<file path="config.mk">
export PLATFORM = sky130hd
export DESIGN_NAME = video_timing_gen
export DESIGN_NICKNAME = d
export VERILOG_FILES = /design/src/rtl/video_timing_gen.sv
export SDC_FILE = /design/constraint.sdc
export NUM_CORES = 1
export LEC_CHECK = 0
export CAP_MARGIN = 30
export CORE_ASPECT_RATIO = 1.25
export CORE_MARGIN = 4
export CORE_UTILIZATION = 25
export CTS_BUF_LIST = sky130_fd_sc_hd__clkbuf_2 sky130_fd_sc_hd__clkbuf_4 sky130_fd_sc_hd__clkbuf_8
export CTS_CLUSTER_DIAMETER = 150
export DETAILED_ROUTE_END_ITERATION = 12
export DONT_BUFFER_PORTS = 1
export PLACE_DENSITY_LB_ADDON = 0.12
export SLEW_MARGIN = 20
export SYNTH_ARGS = -nofsm -noshare
export SYNTH_HDL_FRONTEND = slang
export SYNTH_SLANG_ARGS = --single-unit
export TNS_END_PERCENT = 5
</file>
<file path="constraint.sdc">
create_clock -name i_pclk -period 6.4 [get_ports i_pclk]
set_input_delay 0.32 -clock i_pclk [delete_from_list [all_inputs] [get_ports i_pclk]]
set_output_delay 0.32 -clock i_pclk [all_outputs]
set_load 0.01 [all_outputs]
</file>
<file path="src/rtl/video_timing_gen.sv">
// rtl/video_timing_gen.sv - raster timing generator with frame-boundary run/stop gating
module video_timing_gen #(
    parameter int H_ACTIVE = 1920,
    parameter int H_BLANK  = 280,
    parameter int V_ACTIVE = 1080,
    parameter int V_BLANK  = 45,
    parameter int CW       = 12
) (
    input  logic          i_pclk,
    input  logic          i_rst_n,
    input  logic          i_en,
    output logic          o_sync_h,
    output logic          o_sync_v,
    output logic [CW-1:0] o_hcount,
    output logic [CW-1:0] o_vcount,
    output logic          o_frame_start,
    output logic          o_busy
);

    localparam int H_TOTAL = H_ACTIVE + H_BLANK;
    localparam int V_TOTAL = V_ACTIVE + V_BLANK;
    localparam logic [CW-1:0] H_LAST  = CW'(H_TOTAL - 1);
    localparam logic [CW-1:0] V_LAST  = CW'(V_TOTAL - 1);
    localparam logic [CW-1:0] H_ACT_W = CW'(H_ACTIVE);
    localparam logic [CW-1:0] V_ACT_W = CW'(V_ACTIVE);

    typedef enum logic [1:0] {
        IDLE  = 2'd0,
        RUN   = 2'd1,
        DRAIN = 2'd2
    } state_t;

    state_t        state_q, state_d;
    logic [CW-1:0] hcount_q, hcount_d;
    logic [CW-1:0] vcount_q, vcount_d;
    logic          sync_h_q, sync_h_d;
    logic          sync_v_q, sync_v_d;
    logic          frame_start_q, frame_start_d;
    logic          busy_q, busy_d;
    logic          end_of_line;
    logic          end_of_frame;

    always_comb begin
        state_d       = state_q;
        hcount_d      = hcount_q;
        vcount_d      = vcount_q;
        end_of_line   = (hcount_q == H_LAST);
        end_of_frame  = end_of_line && (vcount_q == V_LAST);

        case (state_q)
            IDLE: begin
                hcount_d = '0;
                vcount_d = '0;
                if (i_en) begin
                    state_d = RUN;
                end
            end
            RUN, DRAIN: begin
                if (end_of_line) begin
                    hcount_d = '0;
                    vcount_d = end_of_frame ? '0 : vcount_q + 1'b1;
                end else begin
                    hcount_d = hcount_q + 1'b1;
                end
                // Only the enable seen on the frame's last pixel can stop the raster.
                if (end_of_frame && !i_en) begin
                    state_d = IDLE;
                end else begin
                    state_d = i_en ? RUN : DRAIN;
                end
            end
            default: begin
                state_d  = IDLE;
                hcount_d = '0;
                vcount_d = '0;
            end
        endcase

        // Decode from next-state values so every registered output lines up with the counters.
        busy_d        = (state_d != IDLE);
        sync_v_d      = busy_d && (vcount_d < V_ACT_W);
        sync_h_d      = sync_v_d && (hcount_d < H_ACT_W);
        frame_start_d = busy_d && (hcount_d == '0) && (vcount_d == '0);
    end

    always_ff @(posedge i_pclk or negedge i_rst_n) begin
        if (!i_rst_n) begin
            state_q       <= IDLE;
            hcount_q      <= '0;
            vcount_q      <= '0;
            sync_h_q      <= 1'b0;
            sync_v_q      <= 1'b0;
            frame_start_q <= 1'b0;
            busy_q        <= 1'b0;
        end else begin
            state_q       <= state_d;
            hcount_q      <= hcount_d;
            vcount_q      <= vcount_d;
            sync_h_q      <= sync_h_d;
            sync_v_q      <= sync_v_d;
            frame_start_q <= frame_start_d;
            busy_q        <= busy_d;
        end
    end

    assign o_sync_h      = sync_h_q;
    assign o_sync_v      = sync_v_q;
    assign o_hcount      = hcount_q;
    assign o_vcount      = vcount_q;
    assign o_frame_start = frame_start_q;
    assign o_busy        = busy_q;

endmodule

</file>
Yosys cells after proc, flatten, opt, wreduce, memory -nomap -nowiden
Index checks and enable logic that the tools add are counted.
{"block": "totals", "register_bits": 30, "inputBits": 3, "wordCells": 36}
{"block": "classes", "add_sub_neg": 2, "order_cmp": 2, "n_eq_ne": 4, "mux": 9, "n_reduce_logical": 12}
{"operator": "2-to-1 mux 12 bit", "count": 5}
{"operator": "adder 12 x 1 -> 12 bit, second input constant", "count": 2}
{"operator": "zero test 12 bit", "count": 2}
{"operator": "less-than comparator 12 x 11 -> 1 bit, second input constant", "count": 2}
{"operator": "equality test 12 x 11 -> 1 bit, second input constant", "count": 1}
{"operator": "equality test 12 bit, second input constant", "count": 1}
{"operator": "logical AND 1 bit", "count": 6}
{"operator": "2-to-1 mux 2 bit", "count": 3}
{"operator": "one-hot mux 2 bit (2 select lines)", "count": 1}
{"operator": "equality test 2 x 1 -> 1 bit, second input constant", "count": 1}
{"operator": "equality test 2 bit, second input constant", "count": 1}
{"operator": "zero test 2 bit", "count": 1}
{"operator": "nonzero test 2 bit", "count": 1}
{"operator": "OR reduction 2 bit", "count": 1}
{"operator": "zero test 1 bit", "count": 1}

Depth between registers and ports, before layout
Gate-level depths: netlist (run 1).
{"block": "depth", "word_depth": 8, "mapped_depth": 8, "ltp_nobuf": 8}

Worst setup path after synthesis (run 1)
No wires, ideal clock.
{"block": "synth_path", "path_type": "register -> register", "from": "register hcount_q[8] (netlist: o_hcount[8])", "to": "register frame_start_q (netlist: o_frame_start)", "arrival_time_ns": 2.844, "path_slack_ns": 3.455, "path_stages_with_launch": 9, "cell_sequence": "dfrtp_1 > buf_6 > or4b_4 > or4_1 > buf_2 > o31a_1 > o21a_1 > or4_1 > nor4_1"}
{"block": "synth_via", "word_cells_on_any_way": 16, "classes_between": "add/sub (1); eq/ne (1); mux (7); reduce/logical (7)"}
{"element": "start: declaration", "line_no": "34", "rtl": "logic [CW-1:0] hcount_q, hcount_d;"}
{"element": "start signal: assignment", "line_no": "97", "rtl": "hcount_q <= hcount_d;"}
{"element": "equality test 12 bit *", "line_no": "47", "rtl": "end_of_line = (hcount_q == H_LAST);"}
{"element": "logical AND 1 bit", "line_no": "48", "rtl": "end_of_frame = end_of_line && (vcount_q == V_LAST);"}
{"element": "2-to-1 mux 12 bit", "line_no": "61", "rtl": "vcount_d = end_of_frame ? '0 : vcount_q + 1'b1;"}
{"element": "2-to-1 mux 12 bit *", "line_no": "59", "rtl": "if (end_of_line) begin"}
{"element": "2-to-1 mux 12 bit *", "line_no": "50", "rtl": "case (state_q)"}
{"element": "net vcount_d[10]", "line_no": "35", "rtl": "logic [CW-1:0] vcount_q, vcount_d;"}
{"element": "zero test 12 bit *", "line_no": "83", "rtl": "frame_start_d = busy_d && (hcount_d == '0) && (vcount_d == '0);"}
{"element": "logical AND 1 bit *", "line_no": "83"}
{"element": "net frame_start_d", "line_no": "38", "rtl": "logic frame_start_q, frame_start_d;"}
{"element": "end signal: assignment", "line_no": "101", "rtl": "frame_start_q <= frame_start_d;"}
{"element": "end: declaration", "line_no": "38"}
The timed path passes the listed nets; every way through them passes the cells marked *.

Worst setup path after layout (run 1)
Ends and elaborated chain as after synthesis.

==> results of run 1 <==
## layout by cell type (no fill, tap or decap), drive strengths merged, types with 2 or more instances in the layout
cell type	count
a211oi	3
and4b	3
dfrtp	30
and2	3
inv	9
xnor2	4
or3b	2
a21boi	2
nand3	11
or4	5
a21oi	10
nor4	4
o21a	2
or3	6
nor3	5
o31ai	4
clkbuf	6
ha	5
o21ai	9
and4	2
nand2	14
nor4bb	2
xor2	10
nand4	7
buf	2
or2	2
o31a	2
and3	4
nand2b	3
nor2	14
## power by group through the flow
stage | Sequential [µW] | Clock, µW | Combinational (µW)
after floorplan | 244 | 0 | 139
after global placement | 256 | 0 | 197
after detailed placement | 256 | 0 | 195
after CTS | 252 | 170 | 202
after global routing | 256 | 178 | 221
final | 251 | 164 | 195
## stage by stage
| stage | std cells | instance area [µm²] | power, µW |
|---|---|---|---|
| after CTS | 290 | 2020 | 624 |
| after global routing | 290 | 2020 | 654 |
| after global placement | 280 | 1890 | 452 |
| final | 290 | 2020 | 610 |
| after floorplan | 197 | 1810 | 384 |
| after detailed placement | 280 | 1890 | 450 |
## cell families after synthesis
| kind of cell | share of synthesized area [%] |
|---|---|
| DFF | 41.4 |
| and+or+nand+nor | 30.3 |
| muxes | 0.553 |
| xor gates and xnor gates | 6.77 |
| adders and majority gates | 3.45 |
| buffers and inverters | 4.14 |
| AOI/OAI and AO/OA | 13.3 |
## state kept, by name, indices dropped and copies added, names as in the netlist
register       cells
o_hcount          12
o_sync_h           1
state_q            2
o_vcount          12
o_busy             1
o_frame_start      1
o_sync_v           1
## path summary, 6_finish.rpt
path / end
min in group asynchronous: o_hcount[6]
max in group asynchronous: o_vcount[1]
worst min register to register: state_q[0]
worst max register to register: o_frame_start
worst max-delay path: o_frame_start
worst min-delay path: state_q[1]
## layout make-up
class,instances,area (µm²)
repair buffers,3,37.5
clock buffers,6,82.6
well taps,90,113
fillers,778,5000
multi-input cells,150,986
inverters,9,33.8
clock inverters,2,12.5
flip-flops and latches,30,751
## routing by layer
layer	up-vias	global-route usage, %	share of wire [%]
met3	7	4.75	6.4
met2	37	21.7	49
met5	-	0	0
met4	0	4.58	1.9
li1	731	-	-
met1	745	14.3	43
## what timing repair did
item,CTS,global route
resized for setup,0,0
hold endpoints to repair,30,0
hold buffers,2,0
==> metrics.txt, run 1 <==
largest net degree at the start of global routing 31; GPL Wtd Cong roughly 0.74; Yosys reg bits 30; Via Count about 1.5k; diode count 0; total gr overflow 0; power per standard cell area 303 nW/µm²; first-pass GRT wire length approximately 8.4 mm; most instantiated library cell after synthesis dfrtp_1; final worst-path cycle share 49.5%; Finish-stage setup viols 0; root buffer cell clkbuf_8; I/O pin total 31; status complete, no violations; # rows 34; Port Buf Inserts 0; Initial Util between 20% and 30%; Final Hold Viols 0; Post-synth EDFFs 0; Max-slew headroom 44.4%; post-CTS setup buffer count 0; Skew-Pair Late Insertion Delay 0.29 ns; Worst path depth 6; vias per cell 5.24; htree depth 2; count of different cell masters after synthesis between 40 and 50; Worst Skew roughly 0.01 ns; post-synth top area share 41.4%; Required @ worst endpoint 6.59 ns; Critical Path Max Stage Delay 0.64 ns; DP HPWL just under 4 mm; Critical Path Start Type flop; ranking of synthesized cells by area dfrtp_1 41%, xor2_1 4.8%, ha_1 3.5%; CP cell instances or4b_4 > or4_1 > o31a_1 > o21a_1 > or4_1 > nor4_1; Setup crit end kind flop; FFs w/ async S/R, synth between 90% and 100%; final critical-path required period between 3 and 4 ns; CTS sink cnt 30; register share of total power 41.1%; Hold WC Path Type in -> reg; Pleak between 0.0007 and 0.0008 µW; Reg clk slew, reported paths 0.07 ns; Psw 232 µW; Final Core Density 28.7%; family with the most delay on the worst path simple AND/OR/NAND/NOR gates; DRC violations left 0; initial antenna violation count 0; synthesized area about 1800 µm²; post-synthesis sequential area ratio 41.4%; worst setup margin 3.23 ns; CTS tree built; max cap viols 0; chip width 84.1 µm; RSZ-0062 raised after global routing no; worst hold stages 2; Worst Hold Launch i_en; All-Layer GR Usage approximately an eighth; first-pass detailed-route iteration total 4; ys flop type dfrtp_1; reg2reg setup slack 3.23 ns; WL/cell ~18 µm; Syn Nets 205; WL final 5.18 mm; Post-DRT Antenna Nets 0; CP arrival 3.36 ns; top post-synthesis cells by count 30 x dfrtp_1, 14 x nand2_1, 14 x nor2_1; Avg Inst Size Synth 9.20 µm²; Core Box Area 7020 µm²; peak supply drop 102 µV; share of layout cells above drive strength 1 9.00%; cell mode on critical path or4_1; Layout Area Growth over Synthesis 11.3%; fin nets 207; critical setup path kind reg -> reg; clock share of power 26.9%; Syn Inst Count 197; Die Ht roughly 100 µm; Worst Setup SP o_hcount[8]; vias in the first global route 1532; Max Clk Rate ~320 MHz; worst setup slack after placement 3.25 ns; worst path buffer plus inverter count 0; switching share of total power 38.1%; clock tree buffer depth 2; measured slew at the worst slew-check pin 0.829 ns; Ys Warns 0; Worst path slowest cell or4_1; die area 8680 µm²; Iteration-0 DRC Markers 51; CTS Buf Count 5; worst r2r path cells 6; Int Pwr roughly 380 µW; Comb pwr share between 30% and 40%; Final Max Tran Viols 0; Reg-to-Reg Start o_hcount[8]; Hold Slack 0.213 ns; Synth area leader dfrtp_1; CP Max Fanout 9; post-route setup TNS 0 ns
(Power assumes the default switching activity.)
==> run 2: changes to the inputs <==
Settings changed: ABC_AREA set to 1.
Clock period 6.4 ns to 2.8 ns, I/O delays scaled along.
==> run 2 against run 1 <==
  * Routed wire length grew 11%
  * Via count grew 17%
  * Hold slack lost 0.18 ns
  * First-iteration DRC count grew 43%
  * Clock-buffer cell count grew 2
  * Combinational power grew 140%
  * Critical path type unchanged
  * Largest cell class unchanged
  * Highest routed layer unchanged
==> metrics.txt, run 2 <==
status complete, no violations; ranking of synthesized cells by area dfrtp_1 38%, nand2_1 15%, inv_1 9.9%; CP Max Fanout 11 (+2); synthesized area 2000 µm² (+10%); peak supply drop 321 µV (+220%); WL final 5.75 mm (+11%); Layout Area Growth over Synthesis 11.5%; final worst-path cycle share 81.3% (+32 points); Die Ht 108 µm (+4.7%); Synth area leader dfrtp_1; switching share of total power 39.3% (+1.3 points); CTS tree built; Pleak 0.00120 µW (+56%); worst setup slack after placement 0.481 ns (-2.77 ns); simple-gate area share of the yosys netlist 41.6% (+11 points); register share of total power 38.2% (-2.9 points); CTS sink cnt 30 (unchanged); filler instances 867 (+11%); Hold WC Path Type in -> reg; max cap viols 0 (unchanged); Post-synth EDFFs 0 (unchanged); first-pass detailed-route iteration total 4 (unchanged); All-Layer GR Usage 13.1% (+0.56 points); largest net degree at the start of global routing 31 (unchanged); I/O pin total 31 (unchanged); initial antenna violation count 0 (unchanged); Avg Inst Size Synth 6.99 µm² (-24%); GPL Wtd Cong 0.810 (+10%); Compound-Gate Fraction of Synth Area 4.44% (-8.9 points); most frequent cells in the layout 81 x nand2_1, 53 x inv_1, 33 x nor2_1; post-CTS setup buffer count 0 (unchanged); mux contribution to synthesized area 0% (-0.55 points); root buffer cell clkbuf_8; most common cell after layout, fill and taps aside nand2_1; DP HPWL 4.47 mm (+16%); diode count 0 (unchanged); DRC violations left 0 (unchanged); Critical Path Start Type flop; CTS Buf Count 5 (unchanged); critical setup path kind reg -> reg; Worst Skew 0.00967 ns (-0.000406 ns); Syn Nets 294 (+43%); Final Hold Viols 0 (unchanged); Comb pwr share 32.3% (+0.3 points); power per standard cell area 652 nW/µm² (+120%); most instantiated library cell after synthesis nand2_1; ys flop type dfrtp_1; Finish-stage setup viols 0 (unchanged); Yosys reg bits 30 (unchanged); measured slew at the worst slew-check pin 0.438 ns (-0.392 ns); Port Buf Inserts 0 (unchanged); top post-synthesis cells by count 81 x nand2_1, 53 x inv_1, 33 x nor2_1; Skew-Pair Late Insertion Delay 0.28 ns (about the same); Int Pwr 882 µW (+130%); post-synth top area share 37.5% (-3.9 points); Initial Util 25.7% (-0.15 points); largest family of logic cells by synthesized area simple AND/OR/NAND/NOR gates; Max-slew headroom 70.7% (+26 points); Via Count 1775 (+17%); # rows 36 (+5.9%); Iteration-0 DRC Markers 73 (+43%); share of layout cells above drive strength 1 10.2% (+1.2 points); Core Box Area 7790 µm² (+11%); Required @ worst endpoint 2.96 ns (-3.63 ns); total gr overflow 0 (unchanged); Post-DRT Antenna Nets 0 (unchanged); Synth Area in Adders 3.13% (-0.32 points); RSZ-0062 raised after global routing no; Reg clk slew, reported paths 0.07 ns (about the same); first-pass GRT wire length 9.56 mm (+13%); count of different cell masters after synthesis 31 (-31%); Final Max Tran Viols 0 (unchanged); WL/cell 14.8 µm (-17%); clock share of power 29.5% (+2.6 points); die area 9500 µm² (+9.5%); Max Clk Rate 439 MHz (+39%); Setup crit end kind flop; chip width 88.0 µm (+4.6%); Synth Area in XOR/XNOR 0.876% (-5.9 points); vias per cell 4.56 (-13%); Psw 572 µW (+150%); worst setup margin 0.522 ns (-2.71 ns); final critical-path required period 2.28 ns (-0.891 ns); Ys Warns 0 (unchanged); fin nets 301 (+45%); clock tree buffer depth 2 (unchanged); Syn Inst Count 286 (+45%); post-synthesis sequential area ratio 37.5% (-3.9 points); FFs w/ async S/R, synth 100% (unchanged); post-route setup TNS 0 ns (unchanged); CP arrival 2.44 ns (-0.92 ns); htree depth 2 (unchanged); vias in the first global route 1830 (+19%)
run 2: changes by cell type in the layout (fill, tap and decap cells not counted), sizes merged, moves of 9 or more:
cell / delta
nand3: +17
inv: +47
xor2: -9
nand2: +71
a21oi: -9
nor2: +26
run 2: cell type report:
cell class / instances / area (µm²) / area share (%)
Multi-Input combinational cell: 197 / 1000 / 44.9
Sequential cell: 30 / 751 / 33.7
Inverter: 56 / 210 / 9.43
Tap cell: 95 / 119 / 5.33
Clock buffer: 8 / 110 / 4.94
Timing Repair Buffer: 3 / 37.5 / 1.68
run 2: final timing paths:
| check | cells past startpoint | slack, ns | start | to |
|---|---|---|---|---|
| worst max-delay path | 14 | 0.52 | o_hcount[0] | o_sync_h |
| worst min-delay path | 2 | 0.03 | i_en | state_q[0] |
| worst max register to register | 14 | 0.52 | o_hcount[0] | o_sync_h |
| worst min register to register | 1 | 0.58 | o_hcount[0] | o_hcount[0] |
| max in group asynchronous | 2 | 2.32 | i_rst_n | o_hcount[11] |
| min in group asynchronous | 2 | 0.30 | i_rst_n | o_vcount[4] |
run 2: routing by layer:
metal | GRT usage, % | routed length (µm) | up-vias
met4 | 4.71 | 61 | 0
met1 | 15.0 | 2270 | 826
met3 | 3.35 | 324 | 4
li1 | - | - | 901
met2 | 23.3 | 3100 | 44
met5 | 0 | 0 | -
run 2: cell families after synthesis:
family                     Yosys count
buffers and inverters               59
and+or+nand+nor                    175
xor gates and xnor gates             2
adders and majority gates            5
DFF                                 30
AOI/OAI and AO/OA                   15
run 2: worst max-delay path, cell delays in order, from the launching register on:
cell     delay (ns)
dfrtp_1        0.46
ha_1           0.29
nand2_1        0.15
nor2_2         0.20
nand3_4        0.15
nand2_4        0.18
nand2_4        0.10
inv_1          0.10
o21ai_0        0.08
nand2_1        0.08
nand2_1        0.11
nand2_1        0.08
inv_1          0.04
nand2_1        0.09
nor2_1         0.05
run 2: what timing repair did:
action                     in CTS  in global routing
setup endpoints to repair       0                  0
hold endpoints to repair       30                  0
resized for setup               0                  0
hold buffers                    2                  0
run 2: metrics by stage:
step                      hold slack, ns  std cells  utilization (%)  area, µm²  total power, µW
after floorplan                   -0.156        286                -       2000              968
after global placement            -0.155        379             26.8       2090             1040
after detailed placement          -0.155        379             26.8       2090             1040
after CTS                         0.0225        389             28.6       2230             1500
after global routing              0.0342        389             28.6       2230             1570
final                             0.0313        389             28.6       2230             1450
run 2: power by group through the flow:
stage / clock network, µW / registers [µW] / logic (µW)
floorplan: 0 / 550 / 417
global placement: 0 / 569 / 474
detailed placement: 0 / 567 / 476
CTS: 450 / 560 / 490
global route: 463 / 565 / 546
finish: 429 / 556 / 469
==> run 3: changes to the inputs <==
Clock period 2.8 ns to 2.06 ns, I/O delays scaled along.
==> run 3 against run 2 <==
  * Routed wire length grew 3.6%
  * Sequential share of layout area fell by 4.6 points
  * Register-to-register slack got worse by 0.31 ns
  * Combinational power increased by 82%
  * Hold slack better by 0.23 ns
  * Critical path depth grew 1
  * Critical path type unchanged
  * Highest routed layer unchanged
==> metrics.txt, run 3 (synthesis results as in run 2) <==
status complete, no violations; DP HPWL 4.76 mm (+6.4%); CTS tree built; cell mode on critical path nand2_1; Pleak 0.00139 µW (+16%); Final Total Pwr 2210 µW (+52%); Hold Slack 0.265 ns (+0.234 ns); Die Ht 108 µm (unchanged); Layout Area Growth over Synthesis 29.3%; diode count 0 (unchanged); WL final 5.96 mm (+3.6%); worst r2r path cells 15 (+1); CP Max Fanout 5 (-6); first-pass detailed-route iteration total 4 (unchanged); Final Hold Viols 0 (unchanged); GPL Wtd Cong 0.863 (+6.5%); power per standard cell area 853 nW/µm² (+31%); Port Buf Inserts 0 (unchanged); worst setup slack after placement 0.00624 ns (-0.475 ns); fin nets 338 (+12%); vias per cell 4.42 (-3.2%); most frequent cells in the layout 75 x nand2_1, 50 x inv_1, 36 x buf_4; share of layout cells above drive strength 1 26.0% (+16 points); final critical-path required period 1.85 ns (-0.427 ns); critical setup path kind reg -> reg; largest net degree at the start of global routing 31 (unchanged); DRC violations left 0 (unchanged); Reg-to-Reg Start o_vcount[0]; CP arrival 2.07 ns (-0.37 ns); Iteration-0 DRC Markers 53 (-27%); htree depth 2 (unchanged); initial antenna violation count 0 (unchanged); Required @ worst endpoint 2.28 ns (-0.68 ns); final worst-path cycle share 89.9% (+8.5 points); R2R Path End o_sync_h; Critical Path Start Type flop; Via Count 1881 (+6.0%); post-route setup TNS 0 ns (unchanged); CTS Buf Count 5 (unchanged); Core Box Area 7790 µm² (unchanged); Critical Path Max Stage Delay 0.45 ns (about the same); met3 Use GR 3.43% (+0.076 points); peak supply drop 261 µV (-19%); Worst Skew 0.00243 ns (-0.00724 ns); Max Clk Rate 540 MHz (+23%); Worst path slowest cell dfrtp_2; met1 Use GR 15.3% (+0.30 points); first-pass GRT wire length 10.0 mm (+4.7%); Final Max Tran Viols 0 (unchanged); max cap viols 0 (unchanged); clock tree buffer depth 2 (unchanged); reg2reg setup slack 0.21 ns (-0.31 ns); I/O pin total 31 (unchanged); most common cell after layout, fill and taps aside nand2_1; Reg clk slew, reported paths 0.07 ns (about the same); die area 9500 µm² (unchanged); Max-slew headroom 78.7% (+7.9 points); CTS sink cnt 30 (unchanged); All-Layer GR Usage 13.8% (+0.65 points); met2 usage 25.3% (+2.0 points); Initial Util 25.7% (unchanged); WL/cell 14.0 µm (-5.4%); Finish-stage setup viols 0 (unchanged); Setup crit end kind flop; chip width 88.0 µm (unchanged); # rows 36 (unchanged); Hold WC Path Type in -> async; Post-DRT Antenna Nets 0 (unchanged); busiest grt layer met2; worst setup margin 0.209 ns (-0.313 ns); measured slew at the worst slew-check pin 0.320 ns (-0.117 ns); vias in the first global route 2016 (+10%); Skew-Pair Late Insertion Delay 0.28 ns (about the same); root buffer cell clkbuf_8; CP cell instances ha_1 > inv_1 > nor2_2 > buf_4 > nand3_1 > nand2_1 > nand2_1 > nand2_1 > nand3_1 > nand2_1 > nor2_1 > nand2_1 > nand2_1 > nand2_1 > nor2_1; total gr overflow 0 (unchanged)
## run 3: cell count changes in the layout (fill, tap and decap cells not counted), sizes merged
cell | previous run | this run
buf | 2 | 38
clkbuf | 8 | 5
clkinvlp | 0 | 2
bufinv | 0 | 1
dlygate4sd3 | 1 | 2
## run 3: worst max path at each step
stage | slack [ns] | from | endpoint | cells past startpoint
2_1_floorplan | 0.24 | o_hcount[0] | o_frame_start | 11
3_3_place_gp | -0.02 | o_hcount[1] | o_sync_h | 12
3_5_place_dp | 0.006 | o_hcount[1] | o_sync_h | 12
4_1_cts | 0.0002 | o_hcount[0] | o_sync_h | 12
5_1_grt | -0.006 | o_vcount[1] | o_sync_h | 15
6_report | 0.21 | o_vcount[0] | o_sync_h | 15
## run 3: repair_timing
action / 4_1_cts / 5_1_grt
pin swaps: 1 / 9
gates resized for setup: 0 / 24
hold buffers: 3 / 0
setup endpoints to repair: 2 / 3
setup buffers: 0 / 3
endpoints found under the hold margin: 32 / 0
## run 3: final cells by class
class	count	area [µm²]
Fill cell	866	5210
Multi-Input combinational cell	197	1070
Sequential cell	30	753
Timing Repair Buffer	40	322
Inverter	56	210
Tap cell	95	119
Clock buffer	5	68.8
Clock inverter	3	45.0
## run 3: worst max-delay path: cells and delay by family, from the launching register on
family	cells	cell delay, ns
buf+inv	2	0.25
simple gates	12	0.87
fa+ha+maj	1	0.22
flops	1	0.45
## run 3: power by group
part	total, µW	internal (µW)	switching, µW	leakage (µW)
combinational	852	318	534	0.000936
clock	621	360	261	0.0000504
sequential	734	671	62.6	0.000401
total	2210	1350	857	0.00139
## run 3: stage by stage
stage | utilization (%) | cell area [µm²] | cells
after floorplan | - | 2000 | 286
after global placement | 30.0 | 2340 | 412
after detailed placement | 30.0 | 2340 | 412
after CTS | 32.0 | 2490 | 423
after global routing | 33.2 | 2590 | 426
final | 33.2 | 2590 | 426
## run 3: per-layer routing
layer / wire (µm) / vias to the layer above
met5: 0 / -
met3: 273 / 6
met4: 73 / 0
met2: 3240 / 28
met1: 2370 / 873
li1: - / 974
